$ cat src/rtl/multi_mode_shift_unit_pkg.sv
// ---------------------------------------------------------------------------
// multi_mode_shift_unit_pkg
//   Shared encodings for the multi-cycle shifter/rotator and its step shifter.
//   Contents:
//     mode_e    : operating modes as presented on the 'mode' input
//     ST_*      : FSM state constants (IDLE -> RUN -> DONE -> IDLE)
//     is_rotate : true for both rotate encodings (0 and its alias 3)
// ---------------------------------------------------------------------------
package multi_mode_shift_unit_pkg;

    // Operating modes. Encoding 3 is an alias of plain rotation.
    typedef enum logic [1:0] {
        MODE_ROT     = 2'd0,   // true rotation, vacated bits take wrapped bits
        MODE_SHF     = 2'd1,   // logical shift, vacated bits take latched cin
        MODE_ARI     = 2'd2,   // arithmetic: right fills with MSB, left fills 0
        MODE_ROT_ALT = 2'd3    // rotation alias
    } mode_e;

    // FSM state encodings.
    localparam logic [1:0] ST_IDLE = 2'd0;
    localparam logic [1:0] ST_RUN  = 2'd1;
    localparam logic [1:0] ST_DONE = 2'd2;

    // Both rotate encodings behave identically.
    function automatic logic is_rotate(input logic [1:0] m);
        return (m == MODE_ROT) || (m == MODE_ROT_ALT);
    endfunction

endpackage

$ cat src/rtl/multi_mode_shift_unit_step_shifter.sv
// ---------------------------------------------------------------------------
// multi_mode_shift_unit_step_shifter
//   Purely combinational single-step mover. Moves 'data' by 's' bit positions
//   (0..N) in direction 'dir'. Rotate modes refill vacated positions with the
//   bits pushed out of the other end; all other modes refill with 'fill'.
//   Ports:
//     data   in  N      word to move
//     s      in  AMT_W  number of positions to move this step (<= N)
//     mode   in  2      operating mode (see mode_e)
//     dir    in  1      1 = toward MSB, 0 = toward LSB
//     fill   in  1      fill bit for non-rotate modes
//     result out N      moved word
// ---------------------------------------------------------------------------
module multi_mode_shift_unit_step_shifter
    import multi_mode_shift_unit_pkg::*;
#(
    parameter int N     = 25,
    parameter int AMT_W = 8
) (
    input  logic [N-1:0]     data,
    input  logic [AMT_W-1:0] s,
    input  logic [1:0]       mode,
    input  logic             dir,
    input  logic             fill,
    output logic [N-1:0]     result
);

    // The word that supplies the vacated positions: a copy of the data itself
    // for rotation (so wrapped bits re-enter), otherwise a replicated fill bit.
    logic [N-1:0] fill_word;
    logic [N-1:0] left_res;
    logic [N-1:0] right_res;

    assign fill_word = is_rotate(mode) ? data : {N{fill}};

    // Double-width trick: place the fill word next to the data on the side the
    // bits enter from, shift the 2N-bit pair, and keep the data-aligned half.
    // Works for any s in 0..N, which covers every step the top level issues.
    assign left_res  = N'(({data, fill_word} << s) >> N);
    assign right_res = N'({fill_word, data} >> s);

    assign result = dir ? left_res : right_res;

endmodule

$ cat src/rtl/multi_mode_shift_unit.sv
// ---------------------------------------------------------------------------
// multi_mode_shift_unit
//   Multi-cycle word shifter/rotator. A word is loaded on an accepted start,
//   then moved by 'amount' positions, at most STEP positions per RUN cycle,
//   followed by a one-cycle done pulse. Abort cancels an operation in flight
//   and leaves the partially moved word on dout.
//   Ports:
//     clk    in  1      clock, rising edge
//     rst    in  1      asynchronous active-low reset
//     start  in  1      request, sampled only in IDLE
//     abort  in  1      synchronous cancel (wins over start in IDLE)
//     mode   in  2      0 rotate, 1 shift with cin fill, 2 arithmetic, 3 rotate
//     dir    in  1      1 = left (toward MSB), 0 = right
//     amount in  AMT_W  total positions to move
//     cin    in  1      fill bit for mode 1
//     din    in  N      operand word
//     busy   out 1      high in RUN and DONE
//     done   out 1      one-cycle pulse, dout valid
//     dout   out N      data register, always driven
// ---------------------------------------------------------------------------
module multi_mode_shift_unit
    import multi_mode_shift_unit_pkg::*;
#(
    parameter int N     = 25,
    parameter int STEP  = 1,
    parameter int AMT_W = 8
) (
    input  logic             clk,
    input  logic             rst,
    input  logic             start,
    input  logic             abort,
    input  logic [1:0]       mode,
    input  logic             dir,
    input  logic [AMT_W-1:0] amount,
    input  logic             cin,
    input  logic [N-1:0]     din,
    output logic             busy,
    output logic             done,
    output logic [N-1:0]     dout
);

    localparam logic [AMT_W-1:0] STEP_AMT = AMT_W'(STEP);

    // State and datapath registers.
    logic [1:0]       state_reg, state_next;
    logic [N-1:0]     data_reg,  data_next;
    logic [AMT_W-1:0] rem_reg,   rem_next;

    // Controls captured at start so input changes during busy have no effect.
    logic [1:0]       mode_reg,  mode_next;
    logic             dir_reg,   dir_next;
    logic             cin_reg,   cin_next;

    logic [AMT_W-1:0] step_amt;
    logic             fill_bit;
    logic [N-1:0]     stepped;

    // Positions moved this cycle: never more than what remains, so the
    // remaining count cannot underflow.
    assign step_amt = (rem_reg > STEP_AMT) ? STEP_AMT : rem_reg;

    // Fill bit for non-rotate modes. Arithmetic right replicates the current
    // MSB on every step, which yields sign extension across multi-bit steps.
    always_comb begin
        fill_bit = 1'b0;
        case (mode_reg)
            MODE_SHF: fill_bit = cin_reg;
            MODE_ARI: fill_bit = dir_reg ? 1'b0 : data_reg[N-1];
            default:  fill_bit = 1'b0;
        endcase
    end

    multi_mode_shift_unit_step_shifter #(
        .N     (N),
        .AMT_W (AMT_W)
    ) u_step_shifter (
        .data   (data_reg),
        .s      (step_amt),
        .mode   (mode_reg),
        .dir    (dir_reg),
        .fill   (fill_bit),
        .result (stepped)
    );

    // Next-state and datapath logic.
    always_comb begin
        state_next = state_reg;
        data_next  = data_reg;
        rem_next   = rem_reg;
        mode_next  = mode_reg;
        dir_next   = dir_reg;
        cin_next   = cin_reg;

        case (state_reg)
            ST_IDLE: begin
                // Abort has priority: a simultaneous start loads nothing.
                if (start && !abort) begin
                    data_next  = din;
                    rem_next   = amount;
                    mode_next  = mode;
                    dir_next   = dir;
                    cin_next   = cin;
                    state_next = (amount == '0) ? ST_DONE : ST_RUN;
                end
            end

            ST_RUN: begin
                if (abort) begin
                    // Partially moved word stays visible on dout.
                    rem_next   = '0;
                    state_next = ST_IDLE;
                end else begin
                    data_next = stepped;
                    rem_next  = rem_reg - step_amt;
                    if (rem_reg <= STEP_AMT) begin
                        state_next = ST_DONE;
                    end
                end
            end

            ST_DONE: begin
                // Single-cycle state; abort here simply takes the same exit.
                rem_next   = '0;
                state_next = ST_IDLE;
            end

            default: begin
                state_next = ST_IDLE;
                rem_next   = '0;
            end
        endcase
    end

    always_ff @(posedge clk or negedge rst) begin
        if (!rst) begin
            state_reg <= ST_IDLE;
            data_reg  <= '0;
            rem_reg   <= '0;
            mode_reg  <= '0;
            dir_reg   <= 1'b0;
            cin_reg   <= 1'b0;
        end else begin
            state_reg <= state_next;
            data_reg  <= data_next;
            rem_reg   <= rem_next;
            mode_reg  <= mode_next;
            dir_reg   <= dir_next;
            cin_reg   <= cin_next;
        end
    end

    assign busy = (state_reg == ST_RUN) || (state_reg == ST_DONE);
    assign done = (state_reg == ST_DONE);
    assign dout = data_reg;

endmodule

$ cat config.mk
export PLATFORM = sky130hd
export DESIGN_NAME = multi_mode_shift_unit
export DESIGN_NICKNAME = d
export VERILOG_FILES = /design/src/rtl/multi_mode_shift_unit_pkg.sv /design/src/rtl/multi_mode_shift_unit_step_shifter.sv /design/src/rtl/multi_mode_shift_unit.sv
export SDC_FILE = /design/constraint.sdc
export NUM_CORES = 1
export LEC_CHECK = 0
export BUFFER_PORTS_ARGS = -buffer_cell sky130_fd_sc_hd__buf_4
export CORE_ASPECT_RATIO = 1.2
export CORE_MARGIN = 2
export CORE_UTILIZATION = 50
export CTS_BUF_LIST = sky130_fd_sc_hd__clkbuf_4
export DETAILED_ROUTE_END_ITERATION = 10
export PLACE_DENSITY = 0.77
export SYNTH_ARGS = -nofsm -noshare
export SYNTH_HDL_FRONTEND = slang
export SYNTH_SLANG_ARGS = --single-unit
$ cat constraint.sdc
create_clock -name clk -period 2.5 [get_ports clk]
set_input_delay 0.25 -clock clk [delete_from_list [all_inputs] [get_ports clk]]
set_output_delay 0.25 -clock clk [all_outputs]
set_load 0.05 [all_outputs]
==> flow_summary.yaml <==
outcome:
  outcome: "finished clean"
global_route:
  overflow: 0
  antenna_found_initial: 0
  grt.total_usage_pct: 23.2
  grt_pass1_vias: 1978
  grt_pass1_wl_mm: 9.45
  grt_max_degree: 40
detailed_routing:
  drcViolationCount: 0
  wl_met1_mm: 2.36
  first_pass_iters: 4
  wl_per_cell_microns: 16.2
  routed_wl_mm: 5.60
  wl_met2_mm: 2.84
  vias_per_cell: 5.90
  drt_iter0_drc: 145
  met3WireLength_microns: 352
  num_vias: 2034
  top_layer: "met4"
  antenna_left: 0
clock_tree:
  clk-insertion-delay-late_ns: 0.36
  htreeDepth: 2
  cts.path.max_buffers: 2
  cts.sinks: 39
  cts_buffers: 5
  path_clk_slew_ns: 0.12
  cts-root-buf: "clkbuf_4"
  cts_tree: "built"
synthesis:
  netlist_instances: 218
  synth_warnings: 0
  synth_common_cells: "39 x dfrtp_1, 30 x nand2_1, 24 x mux2i_1"
  async_flop_share_pct: 100
  yosys-top-cells-area: "dfrtp_1 43%, mux2i_1 10%, o221a_1 9.8%"
  synth_top_area_cell: "dfrtp_1"
  syn_area_sq_um: 2290
  synthMostInstantiatedCell: "dfrtp_1"
  synth-edff-count: 0
  synth_seq_cells: 39
  postSynthNetCount: 266
  synth.distinct_cells: 41
  yosysTopAreaCellShare_pct: 42.6
  ys.flop_type: "dfrtp_1"
  yosysSeqAreaShare_pct: 42.6
  syn_area_per_cell_sq_um: 10.5
cells_and_area:
  num_antenna_cells: 0
  utilization_pct: 65.1
  syn2layout_area_growth_pct: 27.7
  final.fill_count: 384
  postLayoutCellArea_sq_um: 2930
  fin_cells: 345
  ff_latch_area_sq_um: 976
  drive_gt1_share_pct: 32.1
  fin_nets: 334
  largest_register_ff_count: 25
  multi_input_area_sq_um: 1210
power_and_ir_drop:
  power_frac_comb_pct: 59.4
  clkPwrFrac_pct: 10.3
  intPower_uw: 2110
  power_density_nw_per_um2: 1440
  p_sw_uw: 2100
  p_leak_uw: 0.00130
  peakVddDrop_uv: 764
  seq_power_share_pct: 30.3
  switching_share_pct: 49.9
floorplan:
  coreArea_sq_um: 4490
  die_h_microns: 78.2
  dieArea_sq_um: 5140
  chipWidth_microns: 65.8
  start_util_pct: 51.0
  fp-row-count: 27
  ioPinCount: 68
placed_design:
  post-place-cells: 336
  port_buffers: 67
  dpl_cell_area_sq_um: 2840
  hpwl_mm: 4.02
  routabilityCongestion: 0.878
run:
  cap_viol_max_count: 0
worst_setup_path:
  crit_path_end_kind: "flop"
  cp_max_fo: 25
  critPathArrivalTime_ns: 2.42
  crit_path_start_kind: "flop"
  critPathLaunch: "state_reg[0]"
  r2r_slack_ns: 0.37
  r2r-start: "state_reg[0]"
  worstPathRequired_ns: 2.79
  worst-setup-path-type: "reg2reg"
worst_hold_path:
  holdCritPathClass: "in2reg"
  min_from: "mode[0]"
sta:
  hold_viol: 0
  setup_tns_ns: 0
  setup_violations: 0
  slew_violations: 0
  fin_crit_ns: 2.13
  worst_slew_pin_slew_ns: 0.562
  rsz0062_at_grt: "no"
  relSlewSlack_pct: 62.6
  fin_crit_sh_pct: 85.1
  holdWs_ns: 0.0981
  max_freq_mhz: 470
  finalClockSkew_ns: 0.0117
==> final cells by class <==
cell class | count | area share, %
Multi-Input combinational cell | 157 | 41.3
Sequential cell | 39 | 33.3
Timing Repair Buffer | 73 | 18.8
Tap cell | 58 | 2.48
Clock inverter | 3 | 1.50
Clock buffer | 5 | 1.28
Inverter | 10 | 1.28
==> per-stage QoR <==
stage	setup slack (ns)	power [uW]
6_report	0.373	4210
2_1_floorplan	0.627	3110
5_1_grt	0.194	4490
4_1_cts	0.406	4210
3_5_place_dp	0.434	3770
3_3_place_gp	0.497	3740
==> cells in the final DEF, fill, tap and decap left out, types with 3 or more instances in the layout <==
master / synthesis / routed
a22o_1: 3 / 3
mux2i_1: 24 / 24
nand2_1: 30 / 30
or3_1: 4 / 4
nor3_1: 3 / 3
ha_1: 7 / 7
nor2_1: 10 / 10
o21ai_0: 10 / 10
o221a_2: 5 / 5
dfrtp_1: 39 / 39
clkbuf_4: 0 / 5
nand3_1: 3 / 3
o221a_1: 20 / 20
buf_4: 0 / 72
a21oi_1: 5 / 5
inv_1: 9 / 9
==> worst max-delay path, cell delays in order (launching register included) <==
cell and delay (ns):
dfrtp_1 0.42, inv_1 0.09, ha_1 0.30, and2b_1 0.28, nor2_1 0.15, o211a_2 0.54
o221a_2 0.29
==> timing repair <==
item / 4_1_cts / 5_1_grt
hold buffers: 1 / 0
endpoints found under the hold margin: 39 / 0
setup buffers: 0 / 0
resized for setup: 0 / 0
==> routing by layer <==
| layer | vias to the layer above | GRT usage, % |
|---|---|---|
| li1 | 957 | - |
| met1 | 1004 | 30.9 |
| met2 | 69 | 37.7 |
| met3 | 4 | 3.87 |
| met4 | 0 | 8.54 |
| met5 | - | 0 |
==> path summary, 6_finish.rpt <==
path	cells past startpoint	end
max in group asynchronous	2	dout[3]
worst max-delay path	6	dout[2]
worst min-delay path	3	mode_reg[0]
min in group asynchronous	2	dout[18]
worst max register to register	6	dout[2]
worst min register to register	1	cin_reg
==> logic make-up (layout without fill, tap and decap cells) <==
kind of cell	count (synthesis)	in the layout	share of synthesized area [%]
adders and majority gates	7	7	3.82
DFF	39	39	42.6
and+or+nand+nor	65	65	14.7
AOI/OAI and AO/OA	59	59	22.7
muxes	26	26	11.5
buffers and inverters	22	91	4.69
==> power by group through the flow <==
stage               clock, uW  combinational, uW  sequential (uW)
floorplan                   0               1370             1740
global placement            0               2460             1270
detailed placement          0               2490             1280
global route              467               2700             1320
CTS                       437               2500             1270
finish                    434               2500             1270
No activity file was read; power rests on OpenSTA's default activity.
